### src/rtl/crop_pkg.sv
// Shared types and elaboration-time helpers for the crop frame controller.
package crop_pkg;

    typedef enum logic [1:0] {
        ST_IDLE,
        ST_START,
        ST_RUN,
        ST_DRAIN
    } crop_state_t;

    function automatic int unsigned crop_col_limit(input int unsigned in_cols,
                                                   input int unsigned out_cols);
        return (in_cols > out_cols) ? (in_cols - out_cols) : 0;
    endfunction

    function automatic int unsigned crop_row_limit(input int unsigned in_rows,
                                                   input int unsigned out_rows);
        return (in_rows > out_rows) ? (in_rows - out_rows) : 0;
    endfunction

endpackage

### src/rtl/raster_counter.sv
// Column/row raster position of the beat currently presented; holds on the last pixel.
module raster_counter #(
    parameter int COLS = 20,
    parameter int ROWS = 20
) (
    input  logic                    clk,
    input  logic                    rst_n,
    input  logic                    clr,
    input  logic                    en,
    output logic [$clog2(COLS)-1:0] col,
    output logic [$clog2(ROWS)-1:0] row,
    output logic                    last
);

    localparam int CW = $clog2(COLS);
    localparam int RW = $clog2(ROWS);
    localparam logic [CW-1:0] COL_MAX = CW'(COLS - 1);
    localparam logic [RW-1:0] ROW_MAX = RW'(ROWS - 1);

    assign last = (col == COL_MAX) && (row == ROW_MAX);

    // The final pixel does not advance, so the position parks at the frame corner.
    always_ff @(posedge clk or negedge rst_n) begin
        if (!rst_n) begin
            col <= '0;
            row <= '0;
        end else if (clr) begin
            col <= '0;
            row <= '0;
        end else if (en && !last) begin
            if (col == COL_MAX) begin
                col <= '0;
                row <= row + 1'b1;
            end else begin
                col <= col + 1'b1;
            end
        end
    end

endmodule

### src/rtl/crop_frame_ctrl.sv
// Frame sequencer for the crop filter: gates the pixel stream, tracks raster
// position, latches crop origin per frame and waits for downstream completion.
module crop_frame_ctrl
    import crop_pkg::*;
#(
    parameter int PIXEL_BIT_WIDTH = 10,
    parameter int IN_ROWS         = 20,
    parameter int IN_COLS         = 20,
    parameter int OUT_ROWS        = 10,
    parameter int OUT_COLS        = 10,
    parameter int FRAME_CNT_WIDTH = 16,
    parameter int DRAIN_TIMEOUT   = 4096
) (
    input  logic                         clk,
    input  logic                         s_axis_resetn,
    input  logic                         enable,
    input  logic                         cfg_valid,
    input  logic [$clog2(IN_COLS)-1:0]   cfg_crop_x0,
    input  logic [$clog2(IN_ROWS)-1:0]   cfg_crop_y0,
    input  logic                         s_axis_tvalid,
    output logic                         s_axis_tready,
    input  logic [PIXEL_BIT_WIDTH-1:0]   s_axis_tdata,
    output logic                         cf_axis_tvalid,
    input  logic                         cf_axis_tready,
    output logic [PIXEL_BIT_WIDTH-1:0]   cf_axis_tdata,
    output logic [$clog2(IN_COLS)-1:0]   cnt_col,
    output logic [$clog2(IN_ROWS)-1:0]   cnt_row,
    output logic [$clog2(IN_COLS)-1:0]   crop_x0,
    output logic [$clog2(IN_ROWS)-1:0]   crop_y0,
    output logic                         ap_start,
    input  logic                         cf_ap_done,
    input  logic                         seq_ap_done,
    output logic                         busy,
    output logic [FRAME_CNT_WIDTH-1:0]   frame_count,
    output logic                         err_no_cf_done,
    output logic                         err_timeout,
    input  logic                         err_clr
);

    localparam int CW = $clog2(IN_COLS);
    localparam int RW = $clog2(IN_ROWS);
    localparam int TW = (DRAIN_TIMEOUT > 1) ? $clog2(DRAIN_TIMEOUT) : 1;
    localparam logic [CW-1:0] X_LIM  = CW'(crop_col_limit(IN_COLS, OUT_COLS));
    localparam logic [RW-1:0] Y_LIM  = RW'(crop_row_limit(IN_ROWS, OUT_ROWS));
    localparam logic [TW-1:0] T_LAST = TW'(DRAIN_TIMEOUT - 1);

    crop_state_t   state, state_nxt;
    logic [CW-1:0] pending_x0;
    logic [RW-1:0] pending_y0;
    logic          seen_cf, seen_seq;
    logic [TW-1:0] tmo_cnt;
    logic          beat_acc, last_pix;
    logic          drain_exit, timeout_hit;

    assign busy          = (state != ST_IDLE);
    assign cf_axis_tdata = s_axis_tdata;
    assign beat_acc      = (state == ST_RUN) && s_axis_tvalid && cf_axis_tready;

    always_comb begin
        state_nxt      = state;
        ap_start       = 1'b0;
        cf_axis_tvalid = 1'b0;
        s_axis_tready  = 1'b0;
        drain_exit     = 1'b0;
        timeout_hit    = 1'b0;
        case (state)
            ST_IDLE: begin
                if (enable) state_nxt = ST_START;
            end
            ST_START: begin
                ap_start  = 1'b1;
                state_nxt = ST_RUN;
            end
            ST_RUN: begin
                cf_axis_tvalid = s_axis_tvalid;
                s_axis_tready  = cf_axis_tready;
                if (beat_acc && last_pix) state_nxt = ST_DRAIN;
            end
            ST_DRAIN: begin
                if (seen_seq || seq_ap_done) begin
                    drain_exit = 1'b1;
                end else if (tmo_cnt == T_LAST) begin
                    drain_exit  = 1'b1;
                    timeout_hit = 1'b1;
                end
                if (drain_exit) state_nxt = enable ? ST_START : ST_IDLE;
            end
            default: state_nxt = ST_IDLE;
        endcase
    end

    raster_counter #(
        .COLS (IN_COLS),
        .ROWS (IN_ROWS)
    ) u_raster (
        .clk   (clk),
        .rst_n (s_axis_resetn),
        .clr   (state == ST_START),
        .en    (beat_acc),
        .col   (cnt_col),
        .row   (cnt_row),
        .last  (last_pix)
    );

    // START loads the pending origin before a same-cycle cfg_valid overwrites it.
    always_ff @(posedge clk or negedge s_axis_resetn) begin
        if (!s_axis_resetn) begin
            state      <= ST_IDLE;
            pending_x0 <= '0;
            pending_y0 <= '0;
            crop_x0    <= '0;
            crop_y0    <= '0;
        end else begin
            state <= state_nxt;
            if (cfg_valid) begin
                pending_x0 <= cfg_crop_x0;
                pending_y0 <= cfg_crop_y0;
            end
            if (state == ST_START) begin
                crop_x0 <= (pending_x0 > X_LIM) ? X_LIM : pending_x0;
                crop_y0 <= (pending_y0 > Y_LIM) ? Y_LIM : pending_y0;
            end
        end
    end

    always_ff @(posedge clk or negedge s_axis_resetn) begin
        if (!s_axis_resetn) begin
            seen_cf        <= 1'b0;
            seen_seq       <= 1'b0;
            tmo_cnt        <= '0;
            frame_count    <= '0;
            err_no_cf_done <= 1'b0;
            err_timeout    <= 1'b0;
        end else begin
            if (state == ST_START) begin
                seen_cf  <= cf_ap_done;
                seen_seq <= seq_ap_done;
            end else if (state != ST_IDLE) begin
                seen_cf  <= seen_cf | cf_ap_done;
                seen_seq <= seen_seq | seq_ap_done;
            end
            if (state != ST_DRAIN) begin
                tmo_cnt <= '0;
            end else if (!drain_exit) begin
                tmo_cnt <= tmo_cnt + 1'b1;
            end
            if (drain_exit) frame_count <= frame_count + 1'b1;
            // A new error in the clearing cycle takes priority over err_clr.
            err_timeout    <= timeout_hit | (err_timeout & ~err_clr);
            err_no_cf_done <= (drain_exit & ~(seen_cf | cf_ap_done)) |
                              (err_no_cf_done & ~err_clr);
        end
    end

endmodule

### config.mk
export PLATFORM = sky130hd
export DESIGN_NAME = crop_frame_ctrl
export DESIGN_NICKNAME = d
export VERILOG_FILES = /design/src/rtl/crop_pkg.sv /design/src/rtl/raster_counter.sv /design/src/rtl/crop_frame_ctrl.sv
export SDC_FILE = /design/constraint.sdc
export NUM_CORES = 1
export LEC_CHECK = 0
export BUFFER_PORTS_ARGS = -buffer_cell sky130_fd_sc_hd__buf_2
export CAP_MARGIN = 20
export CORE_MARGIN = 3
export CORE_UTILIZATION = 40
export CTS_CLUSTER_DIAMETER = 60
export DETAILED_ROUTE_END_ITERATION = 12
export GPL_ROUTABILITY_DRIVEN = 0
export HOLD_SLACK_MARGIN = 0.05
export MAX_ROUTING_LAYER = met4
export PLACE_DENSITY = 0.6
export SETUP_SLACK_MARGIN = 0.2
export SLEW_MARGIN = 10
export SYNTH_ARGS = -nofsm -noshare
export SYNTH_HDL_FRONTEND = slang
export SYNTH_SLANG_ARGS = --single-unit
### constraint.sdc
create_clock -name clk -period 3.5 [get_ports clk]
set_input_delay 0.525 -clock clk [delete_from_list [all_inputs] [get_ports clk]]
set_output_delay 0.525 -clock clk [all_outputs]
set_load 0.01 [all_outputs]
==> results of run 1 <==
-- cell families (layout without fill, tap and decap cells) --
kind of cell    after synthesis  after routing  synth area share
compound gates               53             53            0.1087
flops                        64             64            0.4967
buf+inv                      32             92           0.05432
mux                          16             16           0.05433
simple gates                105            105            0.1994
xor+xnor                     19             19           0.05161
fa+ha+maj                     9              9           0.03492
-- power breakdown --
group,switching (mW),internal [mW],total [mW],leakage [nW]
Combinational,0.437,0.309,0.746,0.792
Sequential,0.124,0.881,1.01,0.790
Clock,0.301,0.256,0.557,0.0854
-- cells in the final DEF (no fill, tap or decap), types with 3 or more instances in the layout --
cell	instances
dfrtp_1	64
buf_2	60
nand2_1	19
nor2_1	17
o21ai_0	16
xor2_1	16
a21oi_1	14
inv_1	13
mux2_2	12
nand3_1	11
nand4_1	9
ha_1	9
clkbuf_8	9
or3_1	6
nor3_1	5
and3_1	4
and2_1	4
nor2b_1	4
nand2b_1	4
o31ai_1	4
mux2i_1	4
and4_1	3
or4_1	3
nor4b_2	3
xnor2_1	3
clkinv_2	3
buf_4	3
-- area by class of cell --
| type | instances | area [µm²] | area share |
|---|---|---|---|
| repair buffers | 63 | 322.8 | 0.08678 |
| multi-input cells | 202 | 1448 | 0.3892 |
| clock inverters | 7 | 47.55 | 0.01278 |
| inverters | 13 | 48.80 | 0.01312 |
| well taps | 102 | 127.6 | 0.03431 |
| clock buffers | 9 | 123.9 | 0.03330 |
| flip-flops and latches | 64 | 1602 | 0.4305 |
-- routing by layer --
metal  up-vias  part of all wire  track usage
li1       1186                 -            -
met1      1174              0.45       0.2066
met2        84              0.47       0.2444
met3         9             0.073      0.04300
met4         0             0.010      0.05095
met5         -                 0            -
-- final timing paths --
check / startpoint / slack [ns] / cells past startpoint / to
worst max-delay path: state[1]$_DFFE_PN0P_ / 1.08 / 5 / frame_count[10]$_DFFE_PN0P_
worst min-delay path: s_axis_resetn / 0.28 / 1 / err_no_cf_done$_DFF_PN0_
worst max register to register: state[1]$_DFFE_PN0P_ / 1.08 / 5 / frame_count[10]$_DFFE_PN0P_
worst min register to register: frame_count[15]$_DFFE_PN0P_ / 0.48 / 1 / frame_count[15]$_DFFE_PN0P_
max in group asynchronous: s_axis_resetn / 2.49 / 2 / frame_count[1]$_DFFE_PN0P_
min in group clk: err_clr / 0.39 / 2 / err_no_cf_done$_DFF_PN0_
-- registers in the layout (all words and copies together), names as in the netlist, 5 cells and up --
register,flops
u_raster.col,5
frame_count,16
pending_x0,5
crop_x0,5
crop_y0,5
pending_y0,5
u_raster.row,5
tmo_cnt,12
-- synthesized netlist by cell type, drive strengths merged, types with 4 or more instances --
cell     n
and2     4
o21ai   16
nand3   11
dfrtp   64
xor2    16
buf     15
nor3     5
mux2    12
o31ai    4
nand2   19
and3     4
nor2b    4
ha       9
mux2i    4
inv     13
nand4   10
or3      6
a21oi   14
clkbuf   4
nand2b   4
nor2    17
==> results.py, run 1 <==
metrics = {
    "grt": {
        "grt_max_degree": 36,
        "grt_use_total": 0.1596,
        "grt_pass1_vias": 2430,
        "grt_pass1_wl_mm": 11.23,
        "antenna_found_initial": 0,
        "overflow": 0,
    },
    "worst_setup_path": {
        "required_ns": 3.76,
        "cp_max_fo": 17,
        "crit_chain": "ha_1 -> inv_1 -> o41a_1 -> nor4_2 -> xor2_1",
        "crit_family": "compound AO/OA/AOI/OAI gates",
        "crit_path_end_kind": "flip-flop",
        "critPathLaunchType": "flip-flop",
        "slowest_stage": "o41a_1",
        "slowest_delay_ns": 0.59,
        "arrival_ns": 2.67,
        "path_buf_inv": 1,
        "crit_type": "flip-flop to flip-flop",
    },
    "final_layout": {
        "stdcell_area_um2": 3720,
        "n_fill_cell": 756,
        "antenna_cells": 0,
        "area_growth_pct": 15.37,
        "drive_gt1_frac": 0.2793,
        "nNetsFinal": 391,
        "final_core_util": 0.4789,
        "stdcell_count": 460,
    },
    "synth": {
        "netlist_top_cells_area": "dfrtp_1, xor2_1, mux2_2, ha_1, o21ai_0",
        "async_reset_ff_frac": 1.000,
        "syn_nets": 336,
        "synth_edf_count": 0,
        "ys_seq_area_frac": 0.4967,
        "synth_area_leader_cell": "dfrtp_1",
        "syn_inst": 298,
        "netlist_area_um2": 3224,
        "yosysTopAreaCellShare": 0.4967,
        "synth_flop_cell": "dfrtp_1",
        "synth_seq_cells": 64,
        "syn_avg_cell_area_um2": 10.82,
        "yosysUniqueCellTypes": 53,
        "yosysWarnings": 0,
    },
    "die": {
        "die-area_um2": 9174,
        "fp.dieW_um": 95.78,
        "io_pins": 81,
        "coreArea_um2": 7767,
        "initial_core_util": 0.4151,
        "rows": 32,
        "fp.dieH_um": 95.78,
    },
    "clock_tree": {
        "cts_buffer_depth": 2,
        "cts_root_buf": "clkbuf_8",
        "cts_resized": 0,
        "cts_hold_buf": 0,
        "post_cts_buffers": 0,
        "cts_sinks": 64,
        "cts_tree": "yes",
        "clk_latency_ns": 0.33,
        "clkSlewWorstSetupHoldPaths_ns": 0.08,
        "cts_max_level": 3,
        "cts_buffers": 9,
    },
    "route": {
        "antenna_left": 0,
        "first_iter_violations": 80,
        "vias_per_cell": 5.333,
        "wl_mm": 6.661,
        "dr_total_vias": 2453,
        "wl_per_cell_um": 14.48,
        "drcViolationCount": 0,
        "first_pass_iters": 4,
    },
    "worst_hold_path": {
        "min_path_type": "input pin to asynchronous set/reset pin",
    },
    "timing": {
        "fmax_ghz": 0.4140,
        "hold_slack_ns": 0.2795,
        "fin_ws_ns": 1.085,
        "tns_ns": 0,
        "period_share": 0.6901,
        "timing.final.crit_period_ns": 2.415,
        "fin_skew_ns": 0.007614,
        "worst_slew_pin_slew_ns": 0.8592,
        "finalHoldViolations": 0,
        "setup_violations": 0,
        "slew_violations": 0,
        "max-slew-margin-rel": 0.4223,
        "rsz0062_at_grt": "false",
    },
    "placed_design": {
        "dp_cells": 444,
        "pre_cts_slack_ns": 1.121,
        "dpl.hpwl_mm": 4.744,
        "placed_area_um2": 3548,
        "portBuffers": 60,
    },
    "flow_run": {
        "maxCapViolCount": 0,
    },
    "power_and_ir_drop": {
        "power_density_nw_per_um2": 620.5,
        "leakage_nw": 1.667,
        "max-vdd-ir-drop_mv": 0.2960,
        "power.total_mw": 2.308,
    },
    "outcome": {
        "status": "finished, final reports clean",
    },
}
(Power assumes the default switching activity.)
==> run 2: changes to the inputs <==
--- a/config.mk
+++ b/config.mk
@@ -14,7 +14,7 @@
 export GPL_ROUTABILITY_DRIVEN = 0
 export HOLD_SLACK_MARGIN = 0.05
 export MAX_ROUTING_LAYER = met4
-export PLACE_DENSITY = 0.6
+export PLACE_DENSITY = 0.62
 export SETUP_SLACK_MARGIN = 0.2
 export SLEW_MARGIN = 10
 export SYNTH_ARGS = -nofsm -noshare
==> constraint.sdc (replaced) <==
create_clock -name clk -period 1.9 [get_ports clk]
set_input_delay 0.285 -clock clk [delete_from_list [all_inputs] [get_ports clk]]
set_output_delay 0.285 -clock clk [all_outputs]
set_load 0.01 [all_outputs]
==> run 2 against run 1 <==
Compared with the run above:
- total power grew 130%
- routed wire length grew 6.3%
- flip-flop and latch count is the same
- count of clock-buffer cells in the layout grew 1
- sequential share of layout area shrank 5.6 points
- critical path depth grew 1
- non-clock buffer count grew 30
- clock skew grew 0.0030 ns
- register-to-register slack lost 0.91 ns
- via count grew 3.4%
- setup slack lost 0.91 ns
- final cell count grew 6.5%
- critical endpoint is now state[1]$_DFFE_PN0P_
==> results.py, run 2 (synthesized netlist as in run 1, its figures left out) <==
metrics = {
    "die": {
        "die-area_um2": 9174,
        "fp.dieH_um": 95.78,
        "rows": 32,
        "fp.dieW_um": 95.78,
        "coreArea_um2": 7767,
        "io_pins": 81,
        "initial_core_util": 0.4151,
    },
    "power_and_ir_drop": {
        "p_switching_mw": 1.796,
        "leakage_nw": 1.882,
        "swShare": 0.3390,
        "pwr-share-seq": 0.352,
        "max-vdd-ir-drop_mv": 0.8065,
        "clockPowerShare": 0.278,
        "internal_power_mw": 3.502,
        "power_density_nw_per_um2": 1238,
        "power_frac_comb": 0.370,
        "power.total_mw": 5.299,
    },
    "final_layout": {
        "reg.largest.list": "frame_count: 16 flops, tmo_cnt: 12 flops",
        "stdcell_count": 490,
        "antenna_cells": 0,
        "stdcell_area_um2": 4280,
        "area_growth_pct": 32.75,
        "top_register": "frame_count",
        "largest_reg_flops": 16,
        "layout_commonest_cell": "dfrtp_1",
        "nNetsFinal": 421,
        "final_core_util": 0.5511,
        "drive_gt1_frac": 0.4046,
        "final_cell_mix": "dfrtp_1, buf_2, buf_4, nand2_1, nor2_1",
    },
    "flow_run": {
        "maxCapViolCount": 0,
    },
    "clock_tree": {
        "cts_buffers": 9,
        "cts_buffer_depth": 2,
        "cts_sinks": 64,
        "clkSlewWorstSetupHoldPaths_ns": 0.07,
        "clk_latency_ns": 0.35,
        "cts_root_buf": "clkbuf_8",
        "cts_max_level": 3,
        "cts_tree": "yes",
    },
    "timing": {
        "fin_ws_ns": 0.1769,
        "timing.final.crit_period_ns": 1.723,
        "worst_slew_pin_slew_ns": 0.4078,
        "period_share": 0.9069,
        "slew_violations": 0,
        "fin_skew_ns": 0.01060,
        "hold_slack_ns": 0.1435,
        "rsz0062_at_grt": "true",
        "max-slew-margin-rel": 0.7273,
        "tns_ns": 0,
        "finalHoldViolations": 0,
        "fmax_ghz": 0.5804,
        "setup_violations": 0,
    },
    "placed_design": {
        "dp_cells": 456,
        "portBuffers": 60,
        "dpl.hpwl_mm": 4.854,
        "pre_cts_slack_ns": 0.07096,
        "placed_area_um2": 3711,
    },
    "grt": {
        "grt_max_degree": 65,
        "overflow": 0,
        "grt_use_total": 0.1622,
        "antenna_found_initial": 0,
        "grt_pass1_wl_mm": 11.13,
        "grt_pass1_vias": 2370,
    },
    "route": {
        "vias_per_cell": 5.178,
        "wl_mm": 7.080,
        "antenna_left": 0,
        "wl_per_cell_um": 14.45,
        "dr_total_vias": 2537,
        "drcViolationCount": 0,
        "first_pass_iters": 4,
        "first_iter_violations": 77,
    },
    "worst_setup_path": {
        "cp_max_fo": 4,
        "required_ns": 2.13,
        "crit_path_end_kind": "flip-flop",
        "arrival_ns": 1.95,
        "critPathLaunchType": "flip-flop",
        "crit_type": "flip-flop to flip-flop",
    },
    "worst_hold_path": {
        "min_path_type": "input pin to flip-flop",
    },
    "outcome": {
        "status": "finished, final reports clean",
    },
}
[run 2: changes by cell type in the layout (fill, tap and decap cells not counted), moves of 4 or more]
cell    before  now
buf_4        3   28
ha_1         9    2
ha_2         0    4
nor3_1       5    1
nor3_2       0    4
[run 2: per-layer routing]
metal,track usage,share of wire,vias to the layer above
met1,0.1868,0.43,1232
met3,0.05395,0.050,10
met2,0.2669,0.50,52
li1,-,-,1243
met5,-,0,-
met4,0.05332,0.014,0
[run 2: cell type report]
cell class              instances  area [µm²]
multi-input cells             202        1652
inverters                      13       51.30
well taps                     102       127.6
repair buffers                 93       591.8
clock inverters                 6       115.1
flip-flops and latches         64        1605
fillers                       683        3487
clock buffers                  10       137.6
[run 2: power by group through the flow]
stage / logic, mW / clock network (mW) / registers, mW
6_report: 1.96 / 1.47 / 1.87
3_3_place_gp: 1.60 / 0 / 1.87
3_5_place_dp: 1.64 / 0 / 1.88
2_1_floorplan: 0.925 / 0 / 1.93
5_1_grt: 2.14 / 1.59 / 1.90
4_1_cts: 1.80 / 1.51 / 1.86
[run 2: worst paths after layout]
kind	start	to	slack, ns	cells past startpoint
max	tmo_cnt[1]$_DFFE_PN0P_	state[1]$_DFFE_PN0P_	0.18	6
min	err_clr	err_no_cf_done$_DFF_PN0_	0.14	2
max reg2reg	tmo_cnt[1]$_DFFE_PN0P_	state[1]$_DFFE_PN0P_	0.18	6
min reg2reg	frame_count[15]$_DFFE_PN0P_	frame_count[15]$_DFFE_PN0P_	0.46	1
max in group asynchronous	s_axis_resetn	state[1]$_DFFE_PN0P_	1.13	3
min in group asynchronous	s_axis_resetn	crop_y0[0]$_DFFE_PN0P_	0.47	3
[run 2: critical path: stages, from the launching register on]
cell and delay (ns):
dfrtp_1 0.37, ha_2 0.19, nand4_1 0.09, o31a_1 0.29, buf_6 0.14, a211oi_4 0.22, mux2_4 0.32
[run 2: what timing repair did]
action | 4_1_cts | 5_1_grt
endpoints found under the setup margin | 18 | 28
cloned | 0 | 0
hold buffers | 1 | 0
setup buffers | 9 | 8
resized for setup | 16 | 24
pin swaps | 2 | 6
hold endpoints to repair | 64 | 0
==> run 3: changes to the inputs <==
--- a/config.mk
+++ b/config.mk
@@ -13,7 +13,6 @@
 export DETAILED_ROUTE_END_ITERATION = 12
 export GPL_ROUTABILITY_DRIVEN = 0
 export HOLD_SLACK_MARGIN = 0.05
-export MAX_ROUTING_LAYER = met4
 export PLACE_DENSITY = 0.62
 export SETUP_SLACK_MARGIN = 0.2
 export SLEW_MARGIN = 10
==> run 3 against run 2 <==
Compared with the run above:
- via count is 0.47% higher
- die area is the same
- clock skew about the same
- total power hardly changed
- final cell count unchanged
- sequential share of layout area is the same
- utilization unchanged
- non-clock buffer count unchanged
- highest routed layer unchanged
==> results.py, run 3 (synthesized netlist as in run 1, its figures left out) <==
metrics = {
    "timing": {
        "slew_violations": 0,
        "fmax_ghz": 0.5808,
        "period_share": 0.9062,
        "rsz0062_at_grt": "true",
        "setup_violations": 0,
        "timing.final.crit_period_ns": 1.722,
        "worst_slew_pin_slew_ns": 0.3900,
        "max-slew-margin-rel": 0.7359,
        "fin_skew_ns": 0.01090,
        "finalHoldViolations": 0,
        "tns_ns": 0,
    },
    "die": {
        "fp.dieH_um": 95.78,
        "initial_core_util": 0.4151,
        "fp.dieW_um": 95.78,
        "io_pins": 81,
        "rows": 32,
        "coreArea_um2": 7767,
        "die-area_um2": 9174,
    },
    "flow_run": {
        "maxCapViolCount": 0,
    },
    "route": {
        "vias_per_cell": 5.202,
        "wl_mm": 7.100,
        "drcViolationCount": 0,
        "antenna_left": 0,
        "first_pass_iters": 5,
        "wl_per_cell_um": 14.49,
        "first_iter_violations": 69,
        "dr_total_vias": 2549,
    },
    "worst_setup_path": {
        "reg2reg_slack_ns": 0.18,
        "arrival_ns": 1.95,
        "r2r-start": "tmo_cnt[1]$_DFFE_PN0P_",
        "required_ns": 2.13,
        "reg2regPathDepth": 6,
        "r2r_end": "state[1]$_DFFE_PN0P_",
        "endpoint": "state[1]$_DFFE_PN0P_",
        "crit_path_end_kind": "flip-flop",
        "critPathLaunchType": "flip-flop",
        "startpoint": "tmo_cnt[1]$_DFFE_PN0P_",
        "crit_type": "flip-flop to flip-flop",
        "cp_max_fo": 4,
    },
    "power_and_ir_drop": {
        "max-vdd-ir-drop_mv": 0.8076,
        "leakage_nw": 1.882,
        "power_density_nw_per_um2": 1238,
        "power.total_mw": 5.300,
    },
    "worst_hold_path": {
        "min_path_type": "input pin to flip-flop",
        "min_path_cells": 2,
    },
    "grt": {
        "grt_use_total": 0.1577,
        "antenna_found_initial": 0,
        "overflow": 0,
        "grt_pass1_vias": 2375,
        "grt_max_degree": 65,
        "grt_pass1_wl_mm": 11.12,
    },
    "final_layout": {
        "n_fill_cell": 683,
        "multi_input_area_um2": 1652,
        "top_register": "frame_count",
        "antenna_cells": 0,
        "final_core_util": 0.5511,
        "nNetsFinal": 421,
        "stdcell_area_um2": 4280,
        "final_cell_mix": "dfrtp_1, buf_2, buf_4, nand2_1, nor2_1",
        "layout_commonest_cell": "dfrtp_1",
        "seqCellArea_um2": 1605,
        "drive_gt1_frac": 0.4046,
        "largest_reg_flops": 16,
        "reg.largest.list": "frame_count: 16 flops, tmo_cnt: 12 flops",
        "area_growth_pct": 32.75,
    },
    "clock_tree": {
        "cts_buffer_depth": 2,
        "clkSlewWorstSetupHoldPaths_ns": 0.08,
        "cts_root_buf": "clkbuf_8",
        "cts_tree": "yes",
        "cts_max_level": 3,
        "cts_buffers": 9,
        "clk_latency_ns": 0.34,
        "cts_sinks": 64,
    },
    "placed_design": {
        "portBuffers": 60,
        "dpl.hpwl_mm": 4.854,
        "placed_area_um2": 3711,
    },
    "outcome": {
        "status": "finished, final reports clean",
    },
}
==> run 3: cell counts in the layout (fill, tap and decap cells not counted) <==
No cell type changed its count.
==> run 3: worst max-delay path, stage by stage (launching register included) <==
cell      delay (ns)
dfrtp_1         0.37
ha_2            0.19
nand4_1         0.09
o31a_1          0.29
buf_6           0.14
a211oi_4        0.22
mux2_4          0.32
==> run 3: how the worst min path moves through the flow <==
stage	startpoint	to
detailed placement	s_axis_resetn	crop_y0[0]$_DFFE_PN0P_
global placement	s_axis_resetn	crop_y0[0]$_DFFE_PN0P_
global route	err_clr	err_no_cf_done$_DFF_PN0_
CTS	err_clr	err_no_cf_done$_DFF_PN0_
finish	err_clr	err_no_cf_done$_DFF_PN0_
floorplan	s_axis_resetn	crop_x0[0]$_DFFE_PN0P_
==> run 3: cell type report <==
type                    instances  share of cell area
clock inverters                 6             0.02689
clock buffers                  10             0.03215
flip-flops and latches         64              0.3750
inverters                      13             0.01198
multi-input cells             202              0.3859
well taps                     102             0.02982
repair buffers                 93              0.1383
==> run 3: report_power, final <==
part           switching, mW  internal [mW]
combinational          0.999          0.961
sequential             0.240           1.63
clock                  0.559          0.914
total                   1.80           3.50
==> run 3: metrics by stage <==
step | hold slack [ns] | setup slack, ns | instances
final | 0.1431 | 0.1783 | 490
after global routing | 0.1219 | 0.04770 | 490
after CTS | 0.1258 | 0.1674 | 482
after detailed placement | 0.3252 | 0.07096 | 456
after global placement | 0.3271 | 0.1264 | 456
after floorplan | -0.01059 | 0.1634 | 298
==> run 3: repair_timing <==
item | 4_1_cts | 5_1_grt
pin swaps | 2 | 6
gates resized for setup | 16 | 24
hold endpoints to repair | 64 | 0
hold buffers | 1 | 0
buffers inserted | 9 | 8
setup endpoints to repair | 18 | 28
==> run 3: metal layers <==
layer | track usage | vias up | wire [µm]
met1 | 0.1868 | 1235 | 3032
met5 | 0 | - | 0
met4 | 0.04976 | 0 | 64
met2 | 0.2669 | 64 | 3591
met3 | 0.05629 | 7 | 412
li1 | - | 1243 | -
